$ cat config.mk
export PLATFORM = sky130hd
export DESIGN_NAME = router_pkt_reader_flat
export DESIGN_NICKNAME = d
export VERILOG_FILES = /design/src/rtl/router_pkg.sv /design/src/rtl/router_pkt_reader_if.sv /design/src/rtl/router_parity_acc.sv /design/src/rtl/router_pkt_reader.sv /design/src/flat_wrapper.sv
export SDC_FILE = /design/constraint.sdc
export NUM_CORES = 1
export LEC_CHECK = 0
export BUFFER_PORTS_ARGS = -buffer_cell sky130_fd_sc_hd__buf_2
export CAP_MARGIN = 30
export CORE_AREA = 4 4 79 81
export CTS_BUF_LIST = sky130_fd_sc_hd__clkbuf_4
export DETAILED_ROUTE_END_ITERATION = 8
export DIE_AREA = 0 0 83 85
export PLACE_DENSITY_LB_ADDON = 0.25
export SLEW_MARGIN = 25
export SYNTH_ARGS = -nofsm -noshare
export SYNTH_HDL_FRONTEND = slang
export SYNTH_SLANG_ARGS = --single-unit
$ cat constraint.sdc
create_clock -name clk -period 3.5 [get_ports clk]
set_input_delay 0.35 -clock clk [delete_from_list [all_inputs] [get_ports clk]]
set_output_delay 0.35 -clock clk [all_outputs]
set_load 0.03 [all_outputs]
$ cat src/rtl/router_pkg.sv
// Shared definitions for the router output-port packet reader: header layout,
// reader state encoding and the parity fold used by the accumulator.
package router_pkg;

   localparam int DATA_W      = 8;
   localparam int LEN_W       = 6;
   localparam int ADDR_W      = 2;
   localparam int CNT_W       = LEN_W + 1;
   localparam int LEN_LSB     = ADDR_W;
   localparam int LEN_MSB     = DATA_W - 1;
   localparam int TIMEOUT_DEF = 30;

   typedef enum logic [1:0] {
      ST_IDLE     = 2'd0,
      ST_HDR_WAIT = 2'd1,
      ST_BODY     = 2'd2,
      ST_PAR_WAIT = 2'd3
   } rd_state_e;

   function automatic logic [LEN_W-1:0] hdr_len(input logic [DATA_W-1:0] hdr);
      return hdr[LEN_MSB:LEN_LSB];
   endfunction

   function automatic logic [ADDR_W-1:0] hdr_addr(input logic [DATA_W-1:0] hdr);
      return hdr[ADDR_W-1:0];
   endfunction

   function automatic logic [DATA_W-1:0] par_fold(input logic [DATA_W-1:0] acc,
                                                  input logic [DATA_W-1:0] data);
      return acc ^ data;
   endfunction

endpackage

$ cat src/rtl/router_pkt_reader_if.sv
// FIFO-side and client-side signal bundle of one router output-port reader.
interface router_pkt_reader_if;
   import router_pkg::*;

   logic                vld_out;
   logic [DATA_W-1:0]   d_out;
   logic                ready_i;
   logic                rd_enb;
   logic [DATA_W-1:0]   pkt_data;
   logic                pkt_data_valid;
   logic [LEN_W-1:0]    pkt_len;
   logic [ADDR_W-1:0]   pkt_addr;
   logic                pkt_done;
   logic                parity_err;
   logic                timeout_err;
   logic [DATA_W-1:0]   pkt_count;

   modport master (
      input  vld_out, d_out, ready_i,
      output rd_enb, pkt_data, pkt_data_valid, pkt_len, pkt_addr,
             pkt_done, parity_err, timeout_err, pkt_count
   );

   modport slave (
      output vld_out, d_out, ready_i,
      input  rd_enb, pkt_data, pkt_data_valid, pkt_len, pkt_addr,
             pkt_done, parity_err, timeout_err, pkt_count
   );

endinterface

$ cat src/rtl/router_parity_acc.sv
// XOR accumulator over one packet: seeded by the header, folded with each payload
// byte, and compared against the received parity byte.
module router_parity_acc
   import router_pkg::*;
(
   input  logic              clk,
   input  logic              rst,
   input  logic              load,
   input  logic              en,
   input  logic [DATA_W-1:0] din,
   output logic              match
);

   logic [DATA_W-1:0] acc_r;

   // Accumulator register; load takes priority over fold
   always_ff @(posedge clk or posedge rst) begin
      if (rst) begin
         acc_r <= {DATA_W{1'b0}};
      end else if (load) begin
         acc_r <= din;
      end else if (en) begin
         acc_r <= par_fold(acc_r, din);
      end else begin
         acc_r <= acc_r;
      end
   end

   assign match = (acc_r == din);

endmodule

$ cat src/rtl/router_pkt_reader.sv
// Destination-side packet reader: drains one router FIFO (header, payload, parity),
// re-frames payload bytes for the client and flags parity errors and stall timeouts.
module router_pkt_reader
   import router_pkg::*;
#(
   parameter int TIMEOUT = TIMEOUT_DEF
) (
   input  logic                clk,
   input  logic                rst,
   router_pkt_reader_if.master bus
);

   localparam int               TMO_W    = $clog2(TIMEOUT + 1);
   localparam logic [TMO_W-1:0] TMO_LAST = TMO_W'(TIMEOUT - 1);

   rd_state_e         state_r;
   rd_state_e         state_s;
   logic              rd_s;
   logic              rd_q_r;
   logic              hdr_load_s;
   logic              pay_en_s;
   logic              par_chk_s;
   logic              abort_s;
   logic              stall_s;
   logic              par_ok_s;
   logic [CNT_W-1:0]  issued_r;
   logic [CNT_W-1:0]  last_idx_s;
   logic [TMO_W-1:0]  tmo_cnt_r;
   logic [DATA_W-1:0] pkt_data_r;
   logic [DATA_W-1:0] pkt_count_r;
   logic [LEN_W-1:0]  pkt_len_r;
   logic [ADDR_W-1:0] pkt_addr_r;
   logic              data_valid_r;
   logic              done_r;
   logic              parity_err_r;
   logic              timeout_err_r;

   // Index of the parity byte among the BODY reads
   assign last_idx_s = {1'b0, pkt_len_r} + CNT_W'(1);

   // Next-state and per-cycle control decode
   always_comb begin
      state_s    = state_r;
      rd_s       = 1'b0;
      hdr_load_s = 1'b0;
      pay_en_s   = 1'b0;
      par_chk_s  = 1'b0;
      abort_s    = 1'b0;
      stall_s    = 1'b0;
      case (state_r)
         ST_IDLE: begin
            rd_s = bus.vld_out & bus.ready_i;
            if (rd_s) begin
               state_s = ST_HDR_WAIT;
            end else begin
               state_s = ST_IDLE;
            end
         end
         ST_HDR_WAIT: begin
            hdr_load_s = 1'b1;
            state_s    = ST_BODY;
         end
         ST_BODY: begin
            stall_s = bus.ready_i & ~bus.vld_out;
            if (stall_s && (tmo_cnt_r == TMO_LAST)) begin
               abort_s = 1'b1;
               state_s = ST_IDLE;
            end else begin
               pay_en_s = rd_q_r;
               rd_s     = bus.vld_out & bus.ready_i & (issued_r < last_idx_s);
               if (rd_s && ((issued_r + CNT_W'(1)) == last_idx_s)) begin
                  state_s = ST_PAR_WAIT;
               end else begin
                  state_s = ST_BODY;
               end
            end
         end
         ST_PAR_WAIT: begin
            par_chk_s = 1'b1;
            state_s   = ST_IDLE;
         end
         default: begin
            state_s = ST_IDLE;
         end
      endcase
   end

   // FSM state and "d_out valid this cycle" marker
   always_ff @(posedge clk or posedge rst) begin
      if (rst) begin
         state_r <= ST_IDLE;
         rd_q_r  <= 1'b0;
      end else begin
         state_r <= state_s;
         rd_q_r  <= rd_s;
      end
   end

   // Issued-read and stall counters; both only live while in BODY
   always_ff @(posedge clk or posedge rst) begin
      if (rst) begin
         issued_r  <= {CNT_W{1'b0}};
         tmo_cnt_r <= {TMO_W{1'b0}};
      end else begin
         if (state_r != ST_BODY) begin
            issued_r <= {CNT_W{1'b0}};
         end else if (rd_s) begin
            issued_r <= issued_r + CNT_W'(1);
         end else begin
            issued_r <= issued_r;
         end
         if ((state_r != ST_BODY) || rd_s || abort_s) begin
            tmo_cnt_r <= {TMO_W{1'b0}};
         end else if (stall_s) begin
            tmo_cnt_r <= tmo_cnt_r + TMO_W'(1);
         end else begin
            tmo_cnt_r <= tmo_cnt_r;
         end
      end
   end

   // Header fields, held until the next header arrives
   always_ff @(posedge clk or posedge rst) begin
      if (rst) begin
         pkt_len_r  <= {LEN_W{1'b0}};
         pkt_addr_r <= {ADDR_W{1'b0}};
      end else if (hdr_load_s) begin
         pkt_len_r  <= hdr_len(bus.d_out);
         pkt_addr_r <= hdr_addr(bus.d_out);
      end else begin
         pkt_len_r  <= pkt_len_r;
         pkt_addr_r <= pkt_addr_r;
      end
   end

   // Client-facing payload byte, end-of-packet strobes and good-packet count
   always_ff @(posedge clk or posedge rst) begin
      if (rst) begin
         pkt_data_r    <= {DATA_W{1'b0}};
         data_valid_r  <= 1'b0;
         done_r        <= 1'b0;
         parity_err_r  <= 1'b0;
         timeout_err_r <= 1'b0;
         pkt_count_r   <= {DATA_W{1'b0}};
      end else begin
         if (pay_en_s) begin
            pkt_data_r <= bus.d_out;
         end else begin
            pkt_data_r <= pkt_data_r;
         end
         data_valid_r  <= pay_en_s;
         done_r        <= par_chk_s | abort_s;
         parity_err_r  <= par_chk_s & ~par_ok_s;
         timeout_err_r <= abort_s;
         if (par_chk_s && par_ok_s) begin
            pkt_count_r <= pkt_count_r + 8'd1;
         end else begin
            pkt_count_r <= pkt_count_r;
         end
      end
   end

   router_parity_acc u_parity_acc (
      .clk   (clk),
      .rst   (rst),
      .load  (hdr_load_s),
      .en    (pay_en_s),
      .din   (bus.d_out),
      .match (par_ok_s)
   );

   // Reset must silence the read strobe even though IDLE would otherwise read
   assign bus.rd_enb         = rd_s & ~rst;
   assign bus.pkt_data       = pkt_data_r;
   assign bus.pkt_data_valid = data_valid_r;
   assign bus.pkt_len        = pkt_len_r;
   assign bus.pkt_addr       = pkt_addr_r;
   assign bus.pkt_done       = done_r;
   assign bus.parity_err     = parity_err_r;
   assign bus.timeout_err    = timeout_err_r;
   assign bus.pkt_count      = pkt_count_r;

endmodule

$ cat src/flat_wrapper.sv
// flat-port wrapper written by rule: the top's interface ports become plain ports
module router_pkt_reader_flat import router_pkg::*;
#(
   parameter int TIMEOUT = TIMEOUT_DEF
)
  (clk, rst, bus_vld_out, bus_d_out, bus_ready_i, bus_rd_enb, bus_pkt_data, bus_pkt_data_valid, bus_pkt_len, bus_pkt_addr, bus_pkt_done, bus_parity_err, bus_timeout_err, bus_pkt_count);
  router_pkt_reader_if bus_i ();
  input  logic clk;
  input  logic rst;
  input wire logic [$bits(bus_i.vld_out)-1:0] bus_vld_out;
  input wire logic [$bits(bus_i.d_out)-1:0] bus_d_out;
  input wire logic [$bits(bus_i.ready_i)-1:0] bus_ready_i;
  output wire logic [$bits(bus_i.rd_enb)-1:0] bus_rd_enb;
  output wire logic [$bits(bus_i.pkt_data)-1:0] bus_pkt_data;
  output wire logic [$bits(bus_i.pkt_data_valid)-1:0] bus_pkt_data_valid;
  output wire logic [$bits(bus_i.pkt_len)-1:0] bus_pkt_len;
  output wire logic [$bits(bus_i.pkt_addr)-1:0] bus_pkt_addr;
  output wire logic [$bits(bus_i.pkt_done)-1:0] bus_pkt_done;
  output wire logic [$bits(bus_i.parity_err)-1:0] bus_parity_err;
  output wire logic [$bits(bus_i.timeout_err)-1:0] bus_timeout_err;
  output wire logic [$bits(bus_i.pkt_count)-1:0] bus_pkt_count;
  assign bus_i.vld_out = bus_vld_out;
  assign bus_i.d_out = bus_d_out;
  assign bus_i.ready_i = bus_ready_i;
  assign bus_rd_enb = bus_i.rd_enb;
  assign bus_pkt_data = bus_i.pkt_data;
  assign bus_pkt_data_valid = bus_i.pkt_data_valid;
  assign bus_pkt_len = bus_i.pkt_len;
  assign bus_pkt_addr = bus_i.pkt_addr;
  assign bus_pkt_done = bus_i.pkt_done;
  assign bus_parity_err = bus_i.parity_err;
  assign bus_timeout_err = bus_i.timeout_err;
  assign bus_pkt_count = bus_i.pkt_count;
  router_pkt_reader #(.TIMEOUT(TIMEOUT)) u_core (.clk(clk), .rst(rst), .bus(bus_i));
endmodule
# Word-level counts from Yosys, hierarchy flattened
# Cells that the tools add are included.
dict set report word_totals {
  register_bits 51
  out_inout_bits 29
  in_bits 12
  elab_cells 63
}
dict set report classes {
  n_reduce_logical 9
  eq_ne 7
  n_bitwise 10
  muxes 19
  n_lt_le_gt_ge 1
  addsub 4
}
# op count
set op_table {}
lappend op_table {{$mux 8} 2}
lappend op_table {{$mux 7} 2}
lappend op_table {{$mux 1} 10}
lappend op_table {{$mux 5} 2}
lappend op_table {{$add 8x1->8 const B} 1}
lappend op_table {{$eq 8x8->1} 1}
lappend op_table {{$pmux 2 s4} 1}
lappend op_table {{$xor 8x8->8} 1}
lappend op_table {{$add 6x1->7 const B} 1}
lappend op_table {{$add 7x1->7 const B} 1}
lappend op_table {{$eq 7x7->1} 1}
lappend op_table {{$lt 7x7->1} 1}
lappend op_table {{$reduce_bool 2->1} 3}
lappend op_table {{$add 5x1->5 const B} 1}
lappend op_table {{$and 1x1->1} 5}
lappend op_table {{$eq 5x5->1 const B} 1}
lappend op_table {{$eq 2x2->1 const B} 2}
lappend op_table {{$logic_and 1x1->1} 3}
lappend op_table {{$not 1->1} 3}
lappend op_table {{$eq 2x1->1 const B} 1}
lappend op_table {{$logic_not 2->1} 1}
lappend op_table {{$logic_or 1x1->1} 2}
lappend op_table {{$mux 2} 1}
lappend op_table {{$ne 2x2->1 const B} 1}
lappend op_table {{2 further kinds} 2}

# Depth between registers and ports, before layout
dict set report logic_depth {
  word_depth 8
  mapped_depth 11
  depth_no_buf 10
}

# Cells and area by module
# From an unflattened synthesis, not the netlist that was laid out.
dict set report unflattened {
  hier_cells 244
  hier_area_um2 2643.8
}
# mod n_inst seq_area_each_um2 area_each_um2 cells_each
set modules_own_cells {}
lappend modules_own_cells {router_pkt_reader 1 1076.0 2164.6 193}
lappend modules_own_cells {router_parity_acc 1 200.2 479.2 51}

# Worst setup path after synthesis
# Ideal clock, no wire load.
dict set report synth_timing {
  path_type {reg-to-output}
  from {register u_core.pkt_len_r[0] (netlist: u_core.bus.pkt_len[0])}
  to {output bus_rd_enb}
  setup_slack_ps 746
  t_required_ps 3150
  path_buffers 2
  arrival_time_ps 2404
  stages_incl_launch_ff 11
  cell_sequence {dfrtp_1 ha_1 buf_6 nand3_1 ha_1 nand2_1 nand3_1 a311o_1 buf_2 o31ai_1 and2_1}
}
dict set report synth_via {
  elab_chain_len 6
}
# item line
set synth_lines {}
lappend synth_lines {{start, declared} router_pkt_reader.sv:31} ;# logic [LEN_W-1:0] pkt_len_r;
lappend synth_lines {{start signal, assigned} router_pkt_reader.sv:125} ;# pkt_len_r <= {LEN_W{1'b0}};
lappend synth_lines {{start signal, assigned} router_pkt_reader.sv:128} ;# pkt_len_r <= hdr_len(bus.d_out);
lappend synth_lines {{start signal, assigned} router_pkt_reader.sv:131} ;# pkt_len_r <= pkt_len_r;
lappend synth_lines {{$add 6x1->7} router_pkt_reader.sv:39} ;# assign last_idx_s = {1'b0, pkt_len_r} + CNT_W'(1);
lappend synth_lines {{$lt 7x7->1} router_pkt_reader.sv:70} ;# rd_s = bus.vld_out & bus.ready_i & (issued_r < last_idx_s);
lappend synth_lines {{$and 1x1->1} router_pkt_reader.sv:70}
lappend synth_lines {{$mux 1} router_pkt_reader.sv:65} ;# if (stall_s && (tmo_cnt_r == TMO_LAST)) begin
lappend synth_lines {{$pmux 1 s2} router_pkt_reader.sv:50} ;# case (state_r)
lappend synth_lines {{named net u_core.rd_s} router_pkt_reader.sv:18} ;# logic rd_s;
lappend synth_lines {{$and 1x1->1} router_pkt_reader.sv:173} ;# assign bus.rd_enb = rd_s & ~rst;
lappend synth_lines {{end, declared} flat_wrapper.sv:13} ;# output wire logic [$bits(bus_i.rd_enb)-1:0] bus_rd_enb;
# The timed path passes the listed nets, and every way through them passes these cells.

# Final worst setup path
dict set report layout_timing {
  from {register u_core.pkt_len_r[1] (netlist: u_core.bus.pkt_len[1])}
  to {output bus_rd_enb}
}
# The elaborated chain is that of the path after synthesis.

==> load_flow_metrics.sql <==
INSERT INTO impl_metrics (metric_group, metric, value, unit) VALUES
('floorplanning', 'design.die.area', '7060', 'µm²'),
('cts', 'cts-hold-fix-buffers', '0', ''),
('global_route', 'maximum_number_of_pins_on_one_net_before_global_route_repair', '52', ''),
('critical_path', 'required', '3150', 'ps'),
('routing', 'remaining_drc_errors', '0', ''),
('routing', 'drt_iter0_drc', '96', ''),
('cts', 'htreeDepth', '2', ''),
('routing', 'detail_route.wl_per_cell', '14.0', 'µm'),
('floorplanning', 'die-height', '85', 'µm'),
('synthesis', 'post-synth-top-count-cell', 'dfrtp_1', ''),
('power_and_ir_drop', 'power.static_leakage', '0.00141', 'µW'),
('synthesis', 'ys_ff_latch', '51', ''),
('synthesis', 'synth.area.top_cells', 'dfrtp_1 47%, xnor2_1 8.4%, mux2_2 5.8%', ''),
('synthesis', 'ys_seq_area_share', '47.3', '%'),
('synthesis', 'synth_enable_flop_cells', '0', ''),
('timing', 'tns', '0', 'ps'),
('global_route', 'grt_pass1_wl', '9.23', 'mm'),
('final_layout', 'share_of_layout_cells_above_drive_strength_1', '22.4', '%'),
('global_route', 'antenna_found_initial', '0', ''),
('routing', 'post_detailed_routing_wire_length', '5.25', 'mm'),
('timing', 'timing.final.setup_violations', '0', ''),
('power_and_ir_drop', 'design_internal_power', '1200', 'µW'),
('final_layout', 'synthToLayoutAreaGrowth', '11.7', '%'),
('routing', 'route.vias.total', '1973', ''),
('synthesis', 'yosys.area.top_type', 'dfrtp_1', ''),
('cts', 'cts_repair_resize_count', '0', ''),
('final_layout', 'layout.area.seq', '1280', 'µm²'),
('synthesis', 'syn-mean-instance-area', '10.3', 'µm²'),
('synthesis', 'synthDominantCellAreaShare', '47.3', '%'),
('power_and_ir_drop', 'sw_frac_of_total', '43.9', '%'),
('final_layout', 'multi_input_area', '1350', 'µm²'),
('placed_design', 'detailedPlacementHpwl', '3.84', 'mm'),
('floorplanning', 'core_area', '5470', 'µm²'),
('critical_path', 'crit_type', 'reg2out', ''),
('cts', 'insertion_delay', '380', 'ps'),
('hold_path', 'worstHoldPathType', 'in2async', ''),
('synthesis', 'yosys_most_used_dff', 'dfrtp_1', ''),
('timing', 'tightest_slew', '859', 'ps'),
('routing', 'drt_pass1_iterations', '4', ''),
('critical_path', 'slowest_stage_cell_cp', 'dfrtp_1', ''),
('timing', 'postLayoutSetupSlackWorst', '205', 'ps'),
('synthesis', 'synth_cells', '261', ''),
('cts', 'buffer_depth_of_the_longest_clock_path', '2', ''),
('timing', 'hold_slack', '135', 'ps'),
('placed_design', 'placement.setup.worst_slack', '658', 'ps'),
('placed_design', 'port_buffers', '40', ''),
('timing', 'finalCritPeriodShare', '94.1', '%'),
('floorplanning', 'chipWidth', '83', 'µm'),
('floorplanning', 'ioPinCount', '41', ''),
('critical_path', 'crit_path_start_kind', 'flip-flop', ''),
('timing', 'fin_skew', '14.4', 'ps'),
('power_and_ir_drop', 'pwr_dens', '710', 'nW/µm²'),
('final_layout', 'n_antenna_cell', '0', ''),
('status', 'outcome', 'finished clean', ''),
('critical_path', 'cp_cell_sequence', 'ha_1 > nand3_1 > ha_1 > nand2_1 > nand3_1 > a311o_1 > o31ai_1 > and2_1 > buf_2', ''),
('floorplanning', 'initial_core_utilization', '49.3', '%'),
('power_and_ir_drop', 'clockPowerShare', '12.8', '%'),
('timing', 'timing.final.crit_period', '3290', 'ps'),
('timing', 'max_slew_margin', '42.7', '%'),
('cts', 'root_driver', 'clkbuf_4', ''),
('global_route', 'number_of_global_route_vias_before_repair', '1915', ''),
('cts', 'cts_tree', 'built', ''),
('synthesis', 'top_cells_by_count_synth', '51 x dfrtp_1, 29 x nand2_1, 26 x xnor2_1', ''),
('critical_path', 'critPathCaptureType', 'output port', ''),
('routing', 'viasPerCell', '5.26', ''),
('routing', 'antenna_left', '0', ''),
('timing', 'fmax', '304', 'MHz'),
('floorplanning', 'core.rowCount', '27', ''),
('power_and_ir_drop', 'share_comb_of_total_power', '45.0', '%'),
('synthesis', 'synth-warning-count', '0', ''),
('final_layout', 'nets', '326', '');
==> flip-flops by register name, summed over array words and instances, names as in the netlist, 2 cells and up <==
signal and cells:
u_core.bus.pkt_data 8, u_core.bus.pkt_addr 2, u_core.issued_r 7, u_core.state_r 2, u_core.bus.pkt_len 6, u_core.bus.pkt_count 8, u_core.tmo_cnt_r 5, u_core.u_parity_acc.acc_r 8
==> layer usage <==
metal  track usage, %  up-vias  wire, µm
li1                 -      992         -
met1             21.5      924      2460
met2             25.1       47      2420
met3             3.69       10       292
met4             5.79        0        80
met5                0        -         0
==> power groups by stage <==
stage	registers, µW	logic, µW	clock network [µW]
5_1_grt	936	1070	312
3_5_place_dp	915	977	0
6_report	904	962	273
2_1_floorplan	1090	553	0
4_1_cts	903	979	287
3_3_place_gp	902	959	0
==> cell families after synthesis <==
| family | after synthesis | share of synthesized area [%] |
|---|---|---|
| buf+inv | 15 | 2.55 |
| fa+ha+maj | 12 | 5.57 |
| flops | 51 | 47.3 |
| compound gates | 41 | 9.75 |
| simple gates | 90 | 16.3 |
| xor+xnor | 38 | 12.6 |
| mux | 14 | 5.85 |
==> placed cells by master, fill, tap and decap left out, types with 2 or more instances in the layout <==
master    count
o21ai_0       8
mux2_2       14
inv_1         7
ha_1         12
nand3_1      13
buf_2        40
nor2b_1       2
o211ai_1      2
nand2b_1      2
a21oi_1      14
clkbuf_4      5
and3_1        2
a21boi_0      2
nor2_1       22
nand2_1      29
nand4_1       5
dfrtp_1      51
xor2_1       11
and2_1        2
nor3_1        5
a311oi_1      4
xnor2_1      26
==> metrics by stage <==
| step | power (µW) | utilization (%) | std cells | area, µm² |
|---|---|---|---|---|
| 2_1_floorplan | 1640 | - | 261 | 2700 |
| 3_3_place_gp | 1860 | 54.0 | 367 | 2960 |
| 3_5_place_dp | 1890 | 54.0 | 367 | 2960 |
| 4_1_cts | 2170 | 55.1 | 375 | 3010 |
| 5_1_grt | 2320 | 55.1 | 375 | 3010 |
| 6_report | 2140 | 55.1 | 375 | 3010 |
==> worst max-delay path: cells and delay by family (launching register included) <==
| family | cells | cell delay, ps |
|---|---|---|
| simple gates | 4 | 450 |
| fa+ha+maj | 2 | 670 |
| flops | 1 | 460 |
| compound gates | 2 | 790 |
| buf+inv | 1 | 180 |
==> worst paths after layout <==
path                                        startpoint                      to  slack, ps  depth (start not counted)
max in group asynchronous                          rst      u_core.issued_r[2]       2940                          3
worst min-delay path                               rst  u_core.bus.pkt_data[3]        140                          3
min in group clk                          bus_d_out[3]  u_core.bus.pkt_data[3]        220                          3
worst max-delay path             u_core.bus.pkt_len[1]              bus_rd_enb        210                          9
worst max register to register   u_core.bus.pkt_len[1]     u_core.tmo_cnt_r[2]        870                          8
worst min register to register  u_core.bus.pkt_data[6]  u_core.bus.pkt_data[6]        490                          2
==> final cells by class <==
| cell class | instances | area share, % |
|---|---|---|
| flip-flops and latches | 51 | 42.4 |
| multi-input cells | 195 | 44.9 |
| inverters | 8 | 0.997 |
| repair buffers | 41 | 6.89 |
| clock inverters | 3 | 0.664 |
| clock buffers | 5 | 1.25 |
| well taps | 72 | 2.99 |
(Power assumes the default switching activity.)
